===== src/rtl/spi_pkg.sv =====
// spi_pkg: shared FSM state, SPI mode type and default mode for the SPI transfer controller.
package spi_pkg;
  typedef enum logic [2:0] {IDLE, LEAD, SHIFT, TRAIL, GAP} state_t;
  typedef struct packed {
    logic cpol;
    logic cpha;
  } mode_t;
  localparam mode_t MODE0 = 2'b00;
endpackage


===== src/rtl/spi_tick_gen.sv =====
// spi_tick_gen: programmable divider emitting a one-cycle tick every div+1 enabled cycles.
module spi_tick_gen #(
  parameter int DIV_W = 16
) (
  input  logic             clk,
  input  logic             rst_n,
  input  logic             clr,
  input  logic             en,
  input  logic [DIV_W-1:0] div,
  output logic             tick
);
  logic [DIV_W-1:0] cnt_q;
  assign tick = en && cnt_q == div;
  always_ff @(posedge clk or negedge rst_n)
    if (!rst_n) cnt_q <= '0;
    else if (clr) cnt_q <= '0;
    else if (en) cnt_q <= tick ? '0 : cnt_q + 1'b1;
endmodule


===== src/rtl/spi_xfer_ctrl.sv =====
// spi_xfer_ctrl: SPI master sequencing one DATA_W-bit word per valid/ready handshake.
// Build option: define SPI_MODE_CFG_EN to add cpol/cpha ports (all four modes); otherwise fixed mode 0.
module spi_xfer_ctrl
  import spi_pkg::*;
#(
  parameter int DATA_W = 8,
  parameter int DIV_W  = 16
) (
  input  logic              clk,
  input  logic              rst_n,
  input  logic [DIV_W-1:0]  div,
  input  logic              tx_valid,
  output logic              tx_ready,
  input  logic [DATA_W-1:0] tx_data,
  output logic              rx_valid,
  output logic [DATA_W-1:0] rx_data,
  output logic              busy,
  output logic              sclk,
  output logic              mosi,
  input  logic              miso,
`ifdef SPI_MODE_CFG_EN
  input  logic              cpol,
  input  logic              cpha,
`endif
  output logic              cs_n
);
  localparam int EW = $clog2(2 * DATA_W);
  localparam logic [EW-1:0] E_LAST = EW'(2 * DATA_W - 1);
  state_t            state_q;
  mode_t             mode_q, mode_d;
  logic [DIV_W-1:0]  div_q;
  logic [DATA_W-1:0] tx_q, rx_q, rx_data_q;
  logic [EW-1:0]     e_q;
  logic              sclk_q, mosi_q, cs_n_q, rx_valid_q;
  logic              tick, accept, do_shift, do_sample;
`ifdef SPI_MODE_CFG_EN
  assign mode_d = {cpol, cpha};
`else
  assign mode_d = MODE0;
`endif
  assign tx_ready = state_q == IDLE;
  assign busy     = !tx_ready;
  assign accept   = tx_valid && tx_ready;
  assign sclk     = sclk_q;
  assign mosi     = mosi_q;
  assign cs_n     = cs_n_q;
  assign rx_valid = rx_valid_q;
  assign rx_data  = rx_data_q;
  // Odd edge is the trailing edge; with cpha=0 the last trailing edge has no bit left to drive.
  assign do_shift  = mode_q.cpha ? !e_q[0] : (e_q[0] && e_q != E_LAST);
  assign do_sample = mode_q.cpha ? e_q[0] : !e_q[0];
  spi_tick_gen #(.DIV_W(DIV_W)) u_tick (
    .clk  (clk),
    .rst_n(rst_n),
    .clr  (accept),
    .en   (busy),
    .div  (div_q),
    .tick (tick)
  );
  always_ff @(posedge clk or negedge rst_n)
    if (!rst_n) begin
      state_q    <= IDLE;
      mode_q     <= MODE0;
      div_q      <= '0;
      tx_q       <= '0;
      rx_q       <= '0;
      rx_data_q  <= '0;
      e_q        <= '0;
      sclk_q     <= 1'b0;
      mosi_q     <= 1'b0;
      cs_n_q     <= 1'b1;
      rx_valid_q <= 1'b0;
    end else begin
      rx_valid_q <= 1'b0;
      case (state_q)
        IDLE: begin
          sclk_q <= mode_d.cpol;
          if (tx_valid) begin
            state_q <= LEAD;
            mode_q  <= mode_d;
            div_q   <= div;
            e_q     <= '0;
            cs_n_q  <= 1'b0;
            tx_q    <= mode_d.cpha ? tx_data : tx_data << 1;
            if (!mode_d.cpha) mosi_q <= tx_data[DATA_W-1];
          end
        end
        LEAD: if (tick) state_q <= SHIFT;
        SHIFT: if (tick) begin
          sclk_q <= !sclk_q;
          e_q    <= e_q == E_LAST ? '0 : e_q + 1'b1;
          if (e_q == E_LAST) state_q <= TRAIL;
          if (do_shift) begin
            mosi_q <= tx_q[DATA_W-1];
            tx_q   <= tx_q << 1;
          end
          if (do_sample) rx_q <= {rx_q[DATA_W-2:0], miso};
        end
        TRAIL: if (tick) begin
          state_q    <= GAP;
          sclk_q     <= mode_q.cpol;
          cs_n_q     <= 1'b1;
          rx_data_q  <= rx_q;
          rx_valid_q <= 1'b1;
        end
        GAP: if (tick) state_q <= IDLE;
        default: state_q <= IDLE;
      endcase
    end
endmodule

===== config.mk =====
export PLATFORM = sky130hd
export DESIGN_NAME = spi_xfer_ctrl
export DESIGN_NICKNAME = d
export VERILOG_FILES = /design/src/rtl/spi_pkg.sv /design/src/rtl/spi_tick_gen.sv /design/src/rtl/spi_xfer_ctrl.sv
export SDC_FILE = /design/constraint.sdc
export NUM_CORES = 1
export LEC_CHECK = 0
export ABC_AREA = 1
export BUFFER_PORTS_ARGS = -buffer_cell sky130_fd_sc_hd__buf_2
export CORE_MARGIN = 3
export CORE_UTILIZATION = 39
export CTS_BUF_LIST = sky130_fd_sc_hd__clkbuf_4 sky130_fd_sc_hd__clkbuf_8
export DETAILED_ROUTE_END_ITERATION = 7
export GPL_TIMING_DRIVEN = 0
export PLACE_DENSITY = 0.66
export SLEW_MARGIN = 0
export SYNTH_ARGS = -nofsm -noshare
export SYNTH_HDL_FRONTEND = slang
export SYNTH_SLANG_ARGS = --single-unit

===== constraint.sdc =====
create_clock -name clk -period 4.2 [get_ports clk]
set_input_delay 0.21 -clock clk [delete_from_list [all_inputs] [get_ports clk]]
set_output_delay 0.21 -clock clk [all_outputs]
set_load 0.03 [all_outputs]

==> run summary <==
post-DR vias/cell -> 4.814
Slew HR -> 0.4437
CTS tree -> built
gpl congestion -> 0.9050
reg2reg start -> state_q[2]
Max Freq -> 560.9 MHz
Ports -> 42
detailed placement HPWL -> 5372 um
post-synthesis sequential area ratio -> 0.4832
max-slew violations -> 0
crit path kind -> register to register
Final WS setup -> 2.417 ns
Ant. Diodes -> 0
number of synthesized flops with an enable pin -> 0
1st-iter DRT viols -> 181
CTS root buf -> clkbuf_8
HP Class -> primary input to register
CTS Buf Count -> 9
Critical Path RT -> 4.43 ns
critical path launch point type -> register
vias in the first global route -> 2852
flip-flop and latch count after synthesis -> 66
final WL -> 7577 um
P_leak -> 2.074 nW
Die Width -> 99.66 um
status -> finished clean
Critical Path Source -> state_q[2]
mean area per synthesized cell -> 7.585 um2
port bufs -> 41
post-synth top area share -> 0.4755
largest net degree at the start of global routing -> 67
Residual DRC -> 0
synth-to-layout area growth -> 16.86%
Total Die Area -> 0.009931 mm2
GRT Util Overall -> 0.1679
share of flip-flops with an asynchronous set or reset -> 1.000
CP endpoint kind -> register
initial antenna violation count -> 0
worst hold stages -> 3
row cnt -> 33
max_cap viols -> 0
share of cells above drive strength 1 -> 0.1866
WP data arrival -> 2.01 ns
Post-Syn Area -> 0.003421 mm2
nets@finish -> 534
aggregate global routing overflow -> 0
Top FF cell, synth -> dfrtp_1
Max Buffers Root-to-Sink -> 2
syn_nets -> 481
RSZ-0062 raised after global routing -> no
hold path start -> div[9]
cells on worst reg2reg path -> 10
first-pass GRT wire length -> 13370 um
Core ar. -> 0.008382 mm2
crit path time final -> 1.783 ns
Max rail drop VDD -> 0.2603 mV
pwr dens -> 581.2 mW/mm2
Num Clock Sinks -> 66
die span in y -> 99.66 um
Vias -> 2956
Yosys warnings -> 0
final hold violations -> 0
drt first pass iters -> 5
H-tree levels -> 3
average wire per standard cell -> 12.34 um
Fillers -> 839
pre-CTS setup slack -> 2.439 ns
# setup viols final -> 0
Syn Inst Count -> 451
Starting Density -> 0.4081
Tcrit/Tclk final -> 0.4245
antenna-violating nets left -> 0
Slew @ Worst Pin -> 0.8344 ns
synth unique cells -> 34
CTS clock-pin slew for the worst setup and hold paths -> 0.08 ns
post-synth top area cell -> dfrtp_1
setup TNS -> 0 ns
ranking of synthesized cells by area -> dfrtp_1, nand2_1, nand3_1, inv_1, o21ai_0
clk_lat worst skew -> 0.34 ns
CP Max Fanout -> 9
Layout Skew -> 0.007382 ns
-- state kept, by name (all words and copies together), names as in the netlist --
signal,count
e_q,4
mosi,1
state_q,3
rx_data,8
cs_n,1
rx_q,8
rx_valid,1
div_q,16
u_tick.cnt_q,16
tx_q,7
sclk,1
-- synth_stat cells, types with 2 or more instances --
cell / count
nand2_1: 193
dfrtp_1: 65
inv_1: 34
nand3_1: 31
nor2_1: 27
o21ai_0: 24
inv_2: 14
o22ai_1: 9
nor3_1: 7
xor2_1: 7
nand4_1: 5
buf_2: 4
nor2_4: 4
nand2_2: 3
nand2_4: 3
ha_1: 2
o21ai_1: 2
-- metrics by stage --
| step | instances | area [um2] | hold WS [ns] | utilization | total power, W |
|---|---|---|---|---|---|
| global route | 614 | 3998 | 0.08003 | 0.4769 | 0.002524 |
| floorplan | 451 | 3421 | -0.08559 | - | 0.001514 |
| CTS | 614 | 3998 | 0.05691 | 0.4769 | 0.002359 |
| finish | 614 | 3998 | 0.06809 | 0.4769 | 0.002323 |
| global placement | 597 | 3757 | 0.4167 | 0.4483 | 0.001711 |
| detailed placement | 597 | 3760 | 0.3694 | 0.4486 | 0.001737 |
-- placed cells by master, fill, tap and decap left out, types with 3 or more instances in the layout --
cell,n
nand2_1,193
dfrtp_1,65
buf_2,44
inv_1,34
nand3_1,31
nor2_1,27
o21ai_0,24
inv_2,14
clkbuf_8,10
o22ai_1,9
nor3_1,7
xor2_1,7
nand4_1,5
nor2_4,4
nand2_2,3
nand2_4,3
-- logic make-up (layout without fill, tap and decap cells) --
kind of cell / after synthesis / count (layout) / share of synthesized area
AND/OR/NAND/NOR: 280 / 280 / 0.3581
buffers and inverters: 56 / 114 / 0.06437
AO/OA/AOI/OAI: 39 / 39 / 0.06657
flip-flops: 66 / 66 / 0.4832
adder cells (fa/ha/maj): 2 / 2 / 0.007314
XOR/XNOR: 8 / 8 / 0.02048
-- area by class of cell --
cell class | count | area [um2] | area share
Tap cell | 105 | 131.4 | 0.03286
Multi-Input combinational cell | 329 | 1548 | 0.3872
Sequential cell | 66 | 1653 | 0.4135
Clock buffer | 10 | 137.6 | 0.03443
Clock inverter | 6 | 90.09 | 0.02254
Timing Repair Buffer | 42 | 217.7 | 0.05446
Inverter | 49 | 183.9 | 0.04601
Buffer | 7 | 36.28 | 0.009077
-- where the power goes --
part / switching (W) / leakage, nW / total, W / internal [W]
logic: 0.000563 / 1.09 / 0.000828 / 0.000265
registers: 0.000105 / 0.867 / 0.000890 / 0.000784
clock network: 0.000254 / 0.112 / 0.000606 / 0.000351
-- critical path, stage by stage, from the launching register on --
cell,delay (ns)
dfrtp_1,0.42
nor2_2,0.18
inv_2,0.06
nor2_4,0.13
inv_2,0.13
nor2_4,0.20
inv_2,0.11
o31ai_4,0.14
nand2_4,0.14
nand2_1,0.09
nand2_1,0.05
-- layer usage --
metal,track usage,part of all wire,vias up
li1,-,-,1530
met1,0.2214,0.46,1354
met2,0.2701,0.47,68
met3,0.04839,0.061,4
met4,0.04727,0.0061,0
met5,0,0,-
-- timing repair --
item | 4_1_cts | 5_1_grt
setup buffers | 0 | 0
endpoints found under the setup margin | 0 | 0
hold buffers | 1 | 0
gates resized for setup | 0 | 0
hold endpoints to repair | 9 | 0
-- worst paths after layout --
kind,to,slack [ns]
max,mosi,2.42
min,div_q[9],0.07
max reg2reg,mosi,2.42
min reg2reg,tx_q[6],0.47
max in group asynchronous,tx_q[4],3.14
min in group asynchronous,div_q[7],0.50
(Power assumes the default switching activity.)
